$ cat config.mk
export PLATFORM = sky130hd
export DESIGN_NAME = normalizador_8_seq_flat
export DESIGN_NICKNAME = d
export VERILOG_FILES = /design/src/rtl/normalizador_8_seq_if.sv /design/src/rtl/normalizador_8_seq.sv /design/src/flat_wrapper.sv
export SDC_FILE = /design/constraint.sdc
export NUM_CORES = 1
export LEC_CHECK = 0
export CORE_ASPECT_RATIO = 1.75
export CORE_MARGIN = 1
export CORE_UTILIZATION = 40
export DETAILED_ROUTE_END_ITERATION = 16
export PLACE_DENSITY = 0.65
export SYNTH_ARGS = -nofsm -noshare
export SYNTH_HDL_FRONTEND = slang
export SYNTH_SLANG_ARGS = --single-unit
$ cat constraint.sdc
create_clock -name clk -period 2.1 [get_ports clk]
set_input_delay 0.315 -clock clk [delete_from_list [all_inputs] [get_ports clk]]
set_output_delay 0.315 -clock clk [all_outputs]
set_load 0.03 [all_outputs]
$ cat src/rtl/normalizador_8_seq_if.sv
// -----------------------------------------------------------------------------
// normalizador_8_seq_if
//   Start/done handshake and data bus of the 8-bit iterative normalizer.
//
//   start  requester -> normalizer  request, sampled only while busy = 0
//   X      requester -> normalizer  word to normalize
//   Izq    requester -> normalizer  direction (1: toward bit 7, 0: toward bit 0)
//   Y      normalizer -> requester  normalized word
//   n      normalizer -> requester  number of single-bit shifts applied
//   zero   normalizer -> requester  captured word was 0x00
//   busy   normalizer -> requester  operation in flight (including done cycle)
//   done   normalizer -> requester  one-cycle completion pulse
//
//   master: the requester side. slave: the normalizer side.
// -----------------------------------------------------------------------------
interface normalizador_8_seq_if;
    logic       start;
    logic [7:0] X;
    logic       Izq;
    logic [7:0] Y;
    logic [2:0] n;
    logic       zero;
    logic       busy;
    logic       done;

    modport master (
        output start, X, Izq,
        input  Y, n, zero, busy, done
    );

    modport slave (
        input  start, X, Izq,
        output Y, n, zero, busy, done
    );
endinterface

$ cat src/rtl/normalizador_8_seq.sv
// -----------------------------------------------------------------------------
// normalizador_8_seq
//   Iterative 8-bit normalizer, the inverse of the barrel shifter. Shifts the
//   captured word toward the selected end until the end bit is 1 and reports
//   the normalized word Y and the shift count n. Feeding Y and n back through
//   the barrel shifter in the opposite direction reproduces X.
//
//   Ports:
//     clk    rising-edge clock
//     rst_n  synchronous active-low reset (wins over a simultaneous start)
//     bus    normalizador_8_seq_if.slave: start, X, Izq in; Y, n, zero,
//            busy, done out (all outputs registered)
//
//   Build option:
//     NORM_FAST_EN  defined   -> RUN finishes in one cycle using a priority
//                                encoder (leading / trailing zeros) + shift.
//                   undefined -> one bit per cycle, latency n + 1 edges.
// -----------------------------------------------------------------------------
module normalizador_8_seq (
    input  logic                       clk,
    input  logic                       rst_n,
    normalizador_8_seq_if.slave        bus
);

    typedef enum logic {
        ST_IDLE = 1'b0,
        ST_RUN  = 1'b1
    } state_t;

    state_t     state;
    logic [7:0] r;
    logic       dir;
    logic [7:0] y_q;
    logic [2:0] n_q;
    logic       zero_q;
    logic       busy_q;
    logic       done_q;

`ifdef NORM_FAST_EN
    logic [2:0] lz;
    logic [2:0] tz;
    logic [2:0] fast_n;
    logic [7:0] fast_y;

    // Leading zeros: the last hit scanning upward is the highest set bit.
    // Trailing zeros: the last hit scanning downward is the lowest set bit.
    always_comb begin
        // NOTE: every output of an always_comb gets a default first, otherwise
        // paths that skip an assignment infer a latch.
        lz = '0;
        tz = '0;
        for (int i = 0; i < 8; i++)
            if (r[i]) lz = 3'(7 - i);
        for (int i = 7; i >= 0; i--)
            if (r[i]) tz = 3'(i);
        fast_n = dir ? lz : tz;
        fast_y = dir ? (r << fast_n) : (r >> fast_n);
    end
`else
    logic [2:0] cnt;
    logic       target_set;

    assign target_set = dir ? r[7] : r[0];
`endif

    // busy stays high through the done cycle even though the state machine
    // is already back in IDLE; the first IDLE cycle only drops busy, which is
    // what gives one idle cycle between back-to-back operations.
    always_ff @(posedge clk) begin
        // NOTE: state registers use non-blocking assignments so every
        // register samples the pre-edge values regardless of statement order.
        if (!rst_n) begin
            state  <= ST_IDLE;
            r      <= '0;
            dir    <= 1'b0;
            y_q    <= '0;
            n_q    <= '0;
            zero_q <= 1'b0;
            busy_q <= 1'b0;
            done_q <= 1'b0;
`ifndef NORM_FAST_EN
            cnt    <= '0;
`endif
        end else begin
            done_q <= 1'b0;
            case (state)
                ST_IDLE: begin
                    if (busy_q) begin
                        busy_q <= 1'b0;
                    end else if (bus.start) begin
                        r      <= bus.X;
                        dir    <= bus.Izq;
                        busy_q <= 1'b1;
                        state  <= ST_RUN;
`ifndef NORM_FAST_EN
                        cnt    <= '0;
`endif
                    end
                end

                ST_RUN: begin
                    if (r == '0) begin
                        y_q    <= '0;
                        n_q    <= '0;
                        zero_q <= 1'b1;
                        done_q <= 1'b1;
                        state  <= ST_IDLE;
                    end
`ifdef NORM_FAST_EN
                    else begin
                        y_q    <= fast_y;
                        n_q    <= fast_n;
                        zero_q <= 1'b0;
                        done_q <= 1'b1;
                        state  <= ST_IDLE;
                    end
`else
                    else if (target_set) begin
                        y_q    <= r;
                        n_q    <= cnt;
                        zero_q <= 1'b0;
                        done_q <= 1'b1;
                        state  <= ST_IDLE;
                    end else begin
                        // A nonzero word needs at most 7 shifts, so cnt
                        // cannot wrap.
                        r   <= dir ? (r << 1) : (r >> 1);
                        cnt <= cnt + 3'd1;
                    end
`endif
                end

                default: state <= ST_IDLE;
            endcase
        end
    end

    assign bus.Y    = y_q;
    assign bus.n    = n_q;
    assign bus.zero = zero_q;
    assign bus.busy = busy_q;
    assign bus.done = done_q;

endmodule

$ cat src/flat_wrapper.sv
// flat-port wrapper written by rule: the top's interface ports become plain ports
module normalizador_8_seq_flat 
  (clk, rst_n, bus_start, bus_X, bus_Izq, bus_Y, bus_n, bus_zero, bus_busy, bus_done);
  normalizador_8_seq_if bus_i ();
  input  logic clk;
  input  logic rst_n;
  input wire logic [$bits(bus_i.start)-1:0] bus_start;
  input wire logic [$bits(bus_i.X)-1:0] bus_X;
  input wire logic [$bits(bus_i.Izq)-1:0] bus_Izq;
  output wire logic [$bits(bus_i.Y)-1:0] bus_Y;
  output wire logic [$bits(bus_i.n)-1:0] bus_n;
  output wire logic [$bits(bus_i.zero)-1:0] bus_zero;
  output wire logic [$bits(bus_i.busy)-1:0] bus_busy;
  output wire logic [$bits(bus_i.done)-1:0] bus_done;
  assign bus_i.start = bus_start;
  assign bus_i.X = bus_X;
  assign bus_i.Izq = bus_Izq;
  assign bus_Y = bus_i.Y;
  assign bus_n = bus_i.n;
  assign bus_zero = bus_i.zero;
  assign bus_busy = bus_i.busy;
  assign bus_done = bus_i.done;
  normalizador_8_seq u_core (.clk(clk), .rst_n(rst_n), .bus(bus_i));
endmodule
**After elaboration in Yosys (flattened, before gate mapping)**

Index checks and enable logic that the tools add are counted.

- Reduce and logical (&&, ||, !) cells: 6
- Bitwise gates (word level): 2
- Multiplexer cells: 25
- $add $sub $neg: 1
- Eq/ne operators: 4

Operators with widths:

| operator | count |
|---|---|
| 8-bit 2-to-1 mux | 7 |
| 3-bit 2-to-1 mux | 6 |
| 8-bit case mux with 2 select lines | 1 |
| 1-bit 2-to-1 mux | 9 |
| 8-bit logical NOT | 1 |
| 2-bit inequality test, second input constant | 4 |
| 3-bit case mux with 2 select lines | 1 |
| 2-bit AND reduction | 2 |
| 4-bit AND reduction | 1 |
| 3-bit by 1-bit adder with 3-bit output, second input constant | 1 |
| 3-bit AND reduction | 1 |
| 1-bit NOT | 2 |
| 1-bit case mux with 2 select lines | 1 |
| 2-bit nonzero test | 1 |

- Logic and storage cells: 47
- Register bits after elaboration: 27
- Output and inout port bits: 14
- Input bits: 12

**Longest topological paths before layout**

Gate-level depths: netlist of run 1.

- Depth after elaboration: 4
- Mapped depth: 5
- Depth with buffers taken out: 4

**Worst setup path before layout of run 1**

Ideal clock, no wire load.

- Kind: register to register
- From: register u_core.dir
- To: register u_core.cnt[0]
- Data arrival time: 1412 ps
- Cell stages (with the launch flop): 6
- Buffers on the path: 1
- Path slack: 573 ps
- Setup time: 116 ps
- Period minus slack after synthesis: 1527 ps
- Cell sequence: dfxtp_1 -> mux2_2 -> a211o_1 -> nor2b_4 -> buf_6 -> a31o_1

- Longest elaborated chain between the ends: 3

Ends and longest elaborated chain:

| item | RTL line | text |
|---|---|---|
| start: declaration | normalizador_8_seq.sv:32 | `logic dir;` |
| start signal: assignment | normalizador_8_seq.sv:92 | `dir <= bus.Izq;` |
| 1-bit 2-to-1 mux | normalizador_8_seq.sv:63 | `assign target_set = dir ? r[7] : r[0];` |
| 2-bit inequality test (no line) | - |  |
| 4-bit AND reduction (no line) | - |  |
| end signal: assignment | normalizador_8_seq.sv:128 | `cnt <= cnt + 3'd1;` |
| end: declaration | normalizador_8_seq.sv:60 | `logic [2:0] cnt;` |

Every way passes these cells.
A chain may end at the register's enable or synchronous reset.

**Worst setup path after layout of run 1**

- From: register u_core.dir
- To: register u_core.cnt[2]

The elaborated chain is that of the path after synthesis.

==> run metrics, run 1 <==
CP Class=reg2reg; Hold WC Path Type=reg2reg; core footprint=2930 µm²; r2r worst-path depth=4; clk buf depth=2; overall routing resource usage=0.173; YS warnings=0; via density per instance=5.40; Starting Density=0.426; die area=3350 µm²; total gr overflow=0; post-CTS resize count=0; clk_lat worst skew=280 ps; ANT cells=0; die span in y=75.9 µm; final setup violation count=0; Die W=44.2 µm; #FFs+latches synth=27; Post-Syn Nets=145; CTS sink cnt=27; most common cell after layout, fill and taps aside=nand2_1; Hold Vio Cnt, Final=0; post-synthesis cell type count=26; Lkg Pwr=0.646 nW; routability congestion estimate=0.784; VDD IR-drop max=464 µV; final worst path period share=0.847; setup bufs post-CTS=0; syn_area_per_cell=9.45 µm²; initial DRC count=20; layout cells sized above 1=0.0774; Num CTS Buffers=3; Initial DRT Pass Iterations=10; first-pass GRT wire length=4330 µm; worst clock skew=8.99 ps; Final Slew Violations=0; TritonCTS clock tree=built; Yosys top cell by area=dfxtp_1; initial antenna violation count=0; overall routed net length=2520 µm; crit path max fanout=11; top post-synthesis cells by area=dfxtp_1 (43%), mux2i_1 (22%), nand2_1 (8.7%), o211ai_1 (3.6%), nand3_1 (2.0%); startpoint types=flop; CTS Hold Buffers Added=0; failing checks=design-rule violations; unrepaired setup endpoints after global routing=false; Via Count=988; synthesized cell area=1250 µm²; drt wl/cell=13.8 µm; Seq/Total Area, Yosys=0.433; worst path arrival time=1950 ps; I/O Pins=26; WHS Path Cells=2; post-route insts no fill=183; Peak Freq=0.562 GHz; Slew headroom=0.571; Crit path required time=2270 ps; Layout area overhead=25.3%; crit end category=flop; most frequent cells in the layout=nand2_1 (29), mux2i_1 (27), dfxtp_1 (27); placed cells=179; antenna viol nets, final=0; NumNets Final=169; actual slew at the worst max-slew pin=644 ps; Filler cells=276; Root Driver=clkbuf_8; Synth Instances=132; Final min period=1780 ps; top-area cell type share of the netlist area=0.433; Fin Setup TNS=0 ps; Post-DP HPWL=1810 µm; run status=finished, violations left; number of buffers added on ports=25; PwrDens=787 nW/µm²; max cap viols=0; Core Util, Final=0.534; largest net degree at the start of global routing=25; Rows=26; H-tree Lvls=1; clk slew on worst S/H paths=90 ps; number of global-route vias before repair=987; DRC=1
## metal layers
metal,track usage,routed length (µm),up-vias
met5,0,0,-
met4,0.0808,59,0
met3,0.0213,61,5
met2,0.289,1250,17
met1,0.216,1150,460
li1,-,-,506
## flip-flops by register name, indices dropped and copies added, names as in the netlist
name and cells:
u_core.state 1, u_core.bus.n 3, u_core.bus.busy 1, u_core.bus.Y 8, u_core.bus.done 1, u_core.bus.zero 1
u_core.r 8, u_core.cnt 3, u_core.dir 1
## worst paths after layout
check | startpoint | to | slack [ps]
hold reg to reg | u_core.bus.Y[0]$_SDFFE_PN0P_ | u_core.bus.Y[0]$_SDFFE_PN0P_ | 460
setup / recovery | u_core.dir$_SDFFE_PN0P_ | u_core.cnt[2]$_SDFFE_PN0P_ | 320
hold / removal | u_core.bus.Y[0]$_SDFFE_PN0P_ | u_core.bus.Y[0]$_SDFFE_PN0P_ | 460
setup reg to reg | u_core.dir$_SDFFE_PN0P_ | u_core.cnt[2]$_SDFFE_PN0P_ | 320
## layout make-up
class | instances | area, µm² | share of cell area
inverter | 3 | 11.3 | 0.00721
multi-input combinational | 93 | 646 | 0.413
sequential | 27 | 541 | 0.346
timing repair buffer | 28 | 285 | 0.183
clock buffer | 4 | 45.0 | 0.0288
tap | 28 | 35.0 | 0.0224
## kinds of logic (layout without fill, tap and decap cells)
group	after synthesis	in the layout	synth area share
simple gates	47	47	0.188
buf+inv	12	35	0.0491
fa+ha+maj	1	1	0.0100
flops	27	27	0.433
mux	28	28	0.226
compound gates	17	17	0.0943
## worst max-delay path, stage by stage (launching register included)
cell	delay (ps)
dfxtp_1	500
mux2_2	370
a211o_1	320
nor2b_4	210
a31o_2	280
## per-stage QoR
stage          area, µm²  hold slack [ps]  power, mW  worst slack [ps]
6_report            1560              462       1.23               321
5_1_grt             1560              483       1.31               168
4_1_cts             1560              470       1.25               289
3_5_place_dp        1520              457      0.951               328
3_3_place_gp        1520              446      0.945               343
2_1_floorplan       1250              462      0.861               573
## power by group
| group | internal (mW) | total (mW) | switching, mW |
|---|---|---|---|
| Sequential | 0.558 | 0.609 | 0.0511 |
| Combinational | 0.151 | 0.328 | 0.176 |
| Clock | 0.136 | 0.293 | 0.156 |
| Total | 0.846 | 1.23 | 0.384 |
## synth_stat cells, drive strengths merged
library cell	instances
nand2	29
dfxtp	27
mux2i	27
o211ai	6
clkbuf	5
nand3	5
a21oi	4
buf	4
nor2	4
inv	3
nand3b	3
a31o	2
nor4	2
o21ai	2
a211o	1
a21o	1
ha	1
mux2	1
nand4	1
nor2b	1
nor3	1
nor3b	1
o2bb2ai	1
Power figures use the tool's default switching activity.
==> run 2, diff against run 1 <==
- clock period: 2.1 -> 1.7 ns (I/O delays scaled with it)
==> run metrics, run 2 (synthesis gave the netlist of run 1 again) <==
antenna viol nets, final=0; most common cell after layout, fill and taps aside=nand2_1; Crit path required time=1440 ps; met3 routed WL=56 µm; Post-DP HPWL=1940 µm; CP delay by family, top=buffers and inverters; Root Driver=clkbuf_8; Initial DRT Pass Iterations=6; clk_lat worst skew=270 ps; worst clock skew=3.30 ps; final worst path period share=0.934; CP cell instances=clkdlybuf4s50_1; critical path's slowest cell=clkdlybuf4s50_1; sum of routed wire segments on met1=1210 µm; startpoint types=flop; total gr overflow=0; first-pass GRT wire length=4420 µm; die area=3350 µm²; TritonCTS clock tree=built; Core Util, Final=0.559; CTS sink cnt=27; slowest stage delay, CP=690 ps; routability congestion estimate=0.790; Die W=44.2 µm; initial antenna violation count=0; routed wl met2=1420 µm; clk buf depth=2; crit path max fanout=3; Num CTS Buffers=3; via density per instance=5.41; drt wl/cell=14.3 µm; most frequent cells in the layout=nand2_1 (29), mux2i_1 (27), dfxtp_1 (27); Via Count=1033; Rows=26; initial DRC count=23; DRC=0; final setup violation count=0; CTS Hold Buffers Added=0; overall routing resource usage=0.176; largest net degree at the start of global routing=26; number of buffers added on ports=25; Fin Hold WS=458 ps; Layout area overhead=31.1%; Final Slew Violations=0; Filler cells=259; Peak Freq=0.630 GHz; Slew headroom=0.783; max cap viols=0; run status=finished, final reports clean; Hold Vio Cnt, Final=0; unrepaired setup endpoints after global routing=false; clk slew on worst S/H paths=90 ps; worst path arrival time=1330 ps; core footprint=2930 µm²; CP Class=reg2out; Fin Setup TNS=0 ps; Hold WC Path Type=reg2reg; Starting Density=0.426; layout cells sized above 1=0.123; Lkg Pwr=0.687 nW; overall routed net length=2740 µm; die span in y=75.9 µm; H-tree Lvls=1; Buf/Inv on CP=1; Final min period=1590 ps; number of global-route vias before repair=984; top sig layer=met4; I/O Pins=26; actual slew at the worst max-slew pin=323 ps; VDD IR-drop max=615 µV; NumNets Final=177; PwrDens=977 nW/µm²; ANT cells=0; crit end category=primary output
==> run 2: changes by cell type in the layout (fill, tap and decap cells not counted) <==
cell,before,now
buf_12,1,2
buf_4,2,9
==> run 2: area by class of cell <==
type	count	area [µm²]	share of cell area
inverters	3	11.3	0.00689
flip-flops and latches	27	541	0.331
well taps	28	35.0	0.0214
multi-input cells	93	646	0.395
repair buffers	36	358	0.219
clock buffers	4	45.0	0.0275
==> run 2: metrics by stage <==
stage	cells	total power, mW	setup WS [ps]	instance area [µm²]
after global routing	191	1.69	43.7	1640
after floorplan	132	1.06	173	1250
after detailed placement	185	1.22	29.0	1560
after CTS	189	1.57	2.86	1610
after global placement	185	1.20	178	1560
final	191	1.60	113	1640
==> run 2: per-layer routing <==
layer / track usage / vias to the layer above
li1: - / 524
met1: 0.214 / 490
met2: 0.299 / 15
met3: 0.0213 / 4
met4: 0.0909 / 0
met5: 0 / -
==> run 2: worst paths after layout <==
check	start	to	slack (ps)	cells after the start
max	u_core.bus.busy$_SDFFE_PN0N_	bus_busy	110	1
min	u_core.bus.Y[1]$_SDFFE_PN0P_	u_core.bus.Y[1]$_SDFFE_PN0P_	460	2
max reg2reg	u_core.dir$_SDFFE_PN0P_	u_core.cnt[0]$_SDFFE_PN0P_	110	5
min reg2reg	u_core.bus.Y[1]$_SDFFE_PN0P_	u_core.bus.Y[1]$_SDFFE_PN0P_	460	2
==> run 2: timing repair <==
action                                  in CTS  in global routing
gates resized for setup                      0                  0
endpoints found under the setup margin       0                 10
buffers inserted                             0                  2
==> run 2: report_power, final <==
| group | switching, mW | total, mW | internal [mW] |
|---|---|---|---|
| combinational | 0.241 | 0.486 | 0.245 |
| clock | 0.192 | 0.360 | 0.168 |
| sequential | 0.0620 | 0.752 | 0.689 |
| total | 0.495 | 1.60 | 1.10 |
==> run 3, diff against run 2 <==
- CTS_BUF_LIST: default -> sky130_fd_sc_hd__clkbuf_2
- REMOVE_ABC_BUFFERS: default -> 1
==> run metrics, run 3 (synthesis gave the netlist of run 1 again) <==
actual slew at the worst max-slew pin=362 ps; Starting Density=0.426; CP cell instances=mux2_2 > a211o_1 > nor2b_4 > buf_12 > a31o_2; Via Count=1044; flop2flop setup slack=50 ps; layout cells sized above 1=0.146; clk slew on worst S/H paths=260 ps; Die W=44.2 µm; initial DRC count=25; number of buffers added on ports=25; Initial DRT Pass Iterations=6; Slew headroom=0.756; die area=3350 µm²; worst path arrival time=1930 ps; number of global-route vias before repair=1025; final setup violation count=0; most common cell after layout, fill and taps aside=nand2_1; total gr overflow=0; worst clock skew=17.9 ps; CP delay by family, top=compound AO/OA/AOI/OAI gates; startpoint types=flop; top sig layer=met4; Final min period=1650 ps; crit path max fanout=11; Hold Vio Cnt, Final=0; clk_lat worst skew=360 ps; slowest stage delay, CP=430 ps; Peak Freq=0.607 GHz; run status=finished, final reports clean; met3 routed WL=72 µm; Hold WC Path Type=reg2reg; first-pass GRT wire length=4570 µm; ANT cells=0; largest net degree at the start of global routing=36; sum of routed wire segments on met1=1120 µm; CP Class=reg2reg; NumNets Final=178; PwrDens=902 nW/µm²; Fin Setup TNS=0 ps; die span in y=75.9 µm; Setup WS pre-CTS=79.4 ps; fin worst setup slack=52.3 ps; I/O Pins=26; initial antenna violation count=0; clk buf depth=2; overall routing resource usage=0.184; crit end category=flop; final worst path period share=0.969; Pwr Total=1.49 mW; max cap viols=0; Crit path required time=1980 ps; Rows=26; H-tree Lvls=1; CTS sink cnt=27; DRC=0; Final Slew Violations=0; overall routed net length=2710 µm; Buf/Inv on CP=1; antenna viol nets, final=0; Post-DP HPWL=1970 µm; via density per instance=5.44; most frequent cells in the layout=nand2_1 (29), mux2i_1 (27), dfxtp_1 (26); VDD IR-drop max=471 µV; core footprint=2930 µm²; Layout area overhead=32.3%; Root Driver=clkbuf_2; routability congestion estimate=0.798; Num CTS Buffers=3; routed wl met2=1490 µm; Lkg Pwr=0.919 nW; critical path's slowest cell=dfxtp_4; TritonCTS clock tree=built; Core Util, Final=0.564; drt wl/cell=14.1 µm
run 3: cell count changes in the layout (fill, tap and decap cells not counted), sizes merged:
| cell | before | now |
|---|---|---|
| buf | 11 | 12 |
| clkdlybuf4s50 | 25 | 11 |
| dlygate4sd2 | 0 | 2 |
| dlymetal6s2s | 0 | 12 |
run 3: area by class of cell:
| cell class | count | area (µm²) |
|---|---|---|
| clock buffer | 4 | 20.0 |
| tap | 28 | 35.0 |
| inverter | 3 | 11.3 |
| fill | 272 | 1280 |
| sequential | 27 | 544 |
| multi-input combinational | 93 | 647 |
| timing repair buffer | 37 | 393 |
run 3: layer usage:
layer / up-vias / GRT usage
met4: 0 / 0.0808
met1: 502 / 0.204
met3: 2 / 0.0213
met5: - / 0
li1: 525 / -
met2: 15 / 0.340
run 3: where the power goes:
group	switching [mW]	internal [mW]	leakage [nW]
Clock	0.191	0.0621	0.0166
Combinational	0.242	0.246	0.682
Sequential	0.0564	0.691	0.220
run 3: worst paths after layout:
| path | from | to | cells past startpoint |
|---|---|---|---|
| setup reg to reg | u_core.dir$_SDFFE_PN0P_ | u_core.cnt[2]$_SDFFE_PN0P_ | 5 |
| hold / removal | u_core.bus.Y[0]$_SDFFE_PN0P_ | u_core.bus.Y[0]$_SDFFE_PN0P_ | 2 |
| setup / recovery | u_core.dir$_SDFFE_PN0P_ | u_core.cnt[2]$_SDFFE_PN0P_ | 5 |
| hold reg to reg | u_core.bus.Y[0]$_SDFFE_PN0P_ | u_core.bus.Y[0]$_SDFFE_PN0P_ | 2 |
run 3: worst reg2reg max path, stage by stage, from the launching register on:
cell and delay, ps:
dfxtp_4 430, mux2_2 320, a211o_1 290, nor2b_4 140, buf_12 160, a31o_2 240
run 3: timing repair:
action / in CTS / in global routing
gates resized for setup: 2 / 15
gates cloned: 0 / 0
setup buffers: 0 / 1
hold buffers: 0 / 0
setup endpoints to repair: 2 / 32
hold endpoints to repair: 0 / 0
run 3: metrics by stage:
stage          instances  instance area [µm²]  hold slack, ps
3_3_place_gp         187                 1580             445
3_5_place_dp         187                 1580             452
4_1_cts              191                 1600             468
2_1_floorplan        123                 1200             394
5_1_grt              192                 1650             463
6_report             192                 1650             470
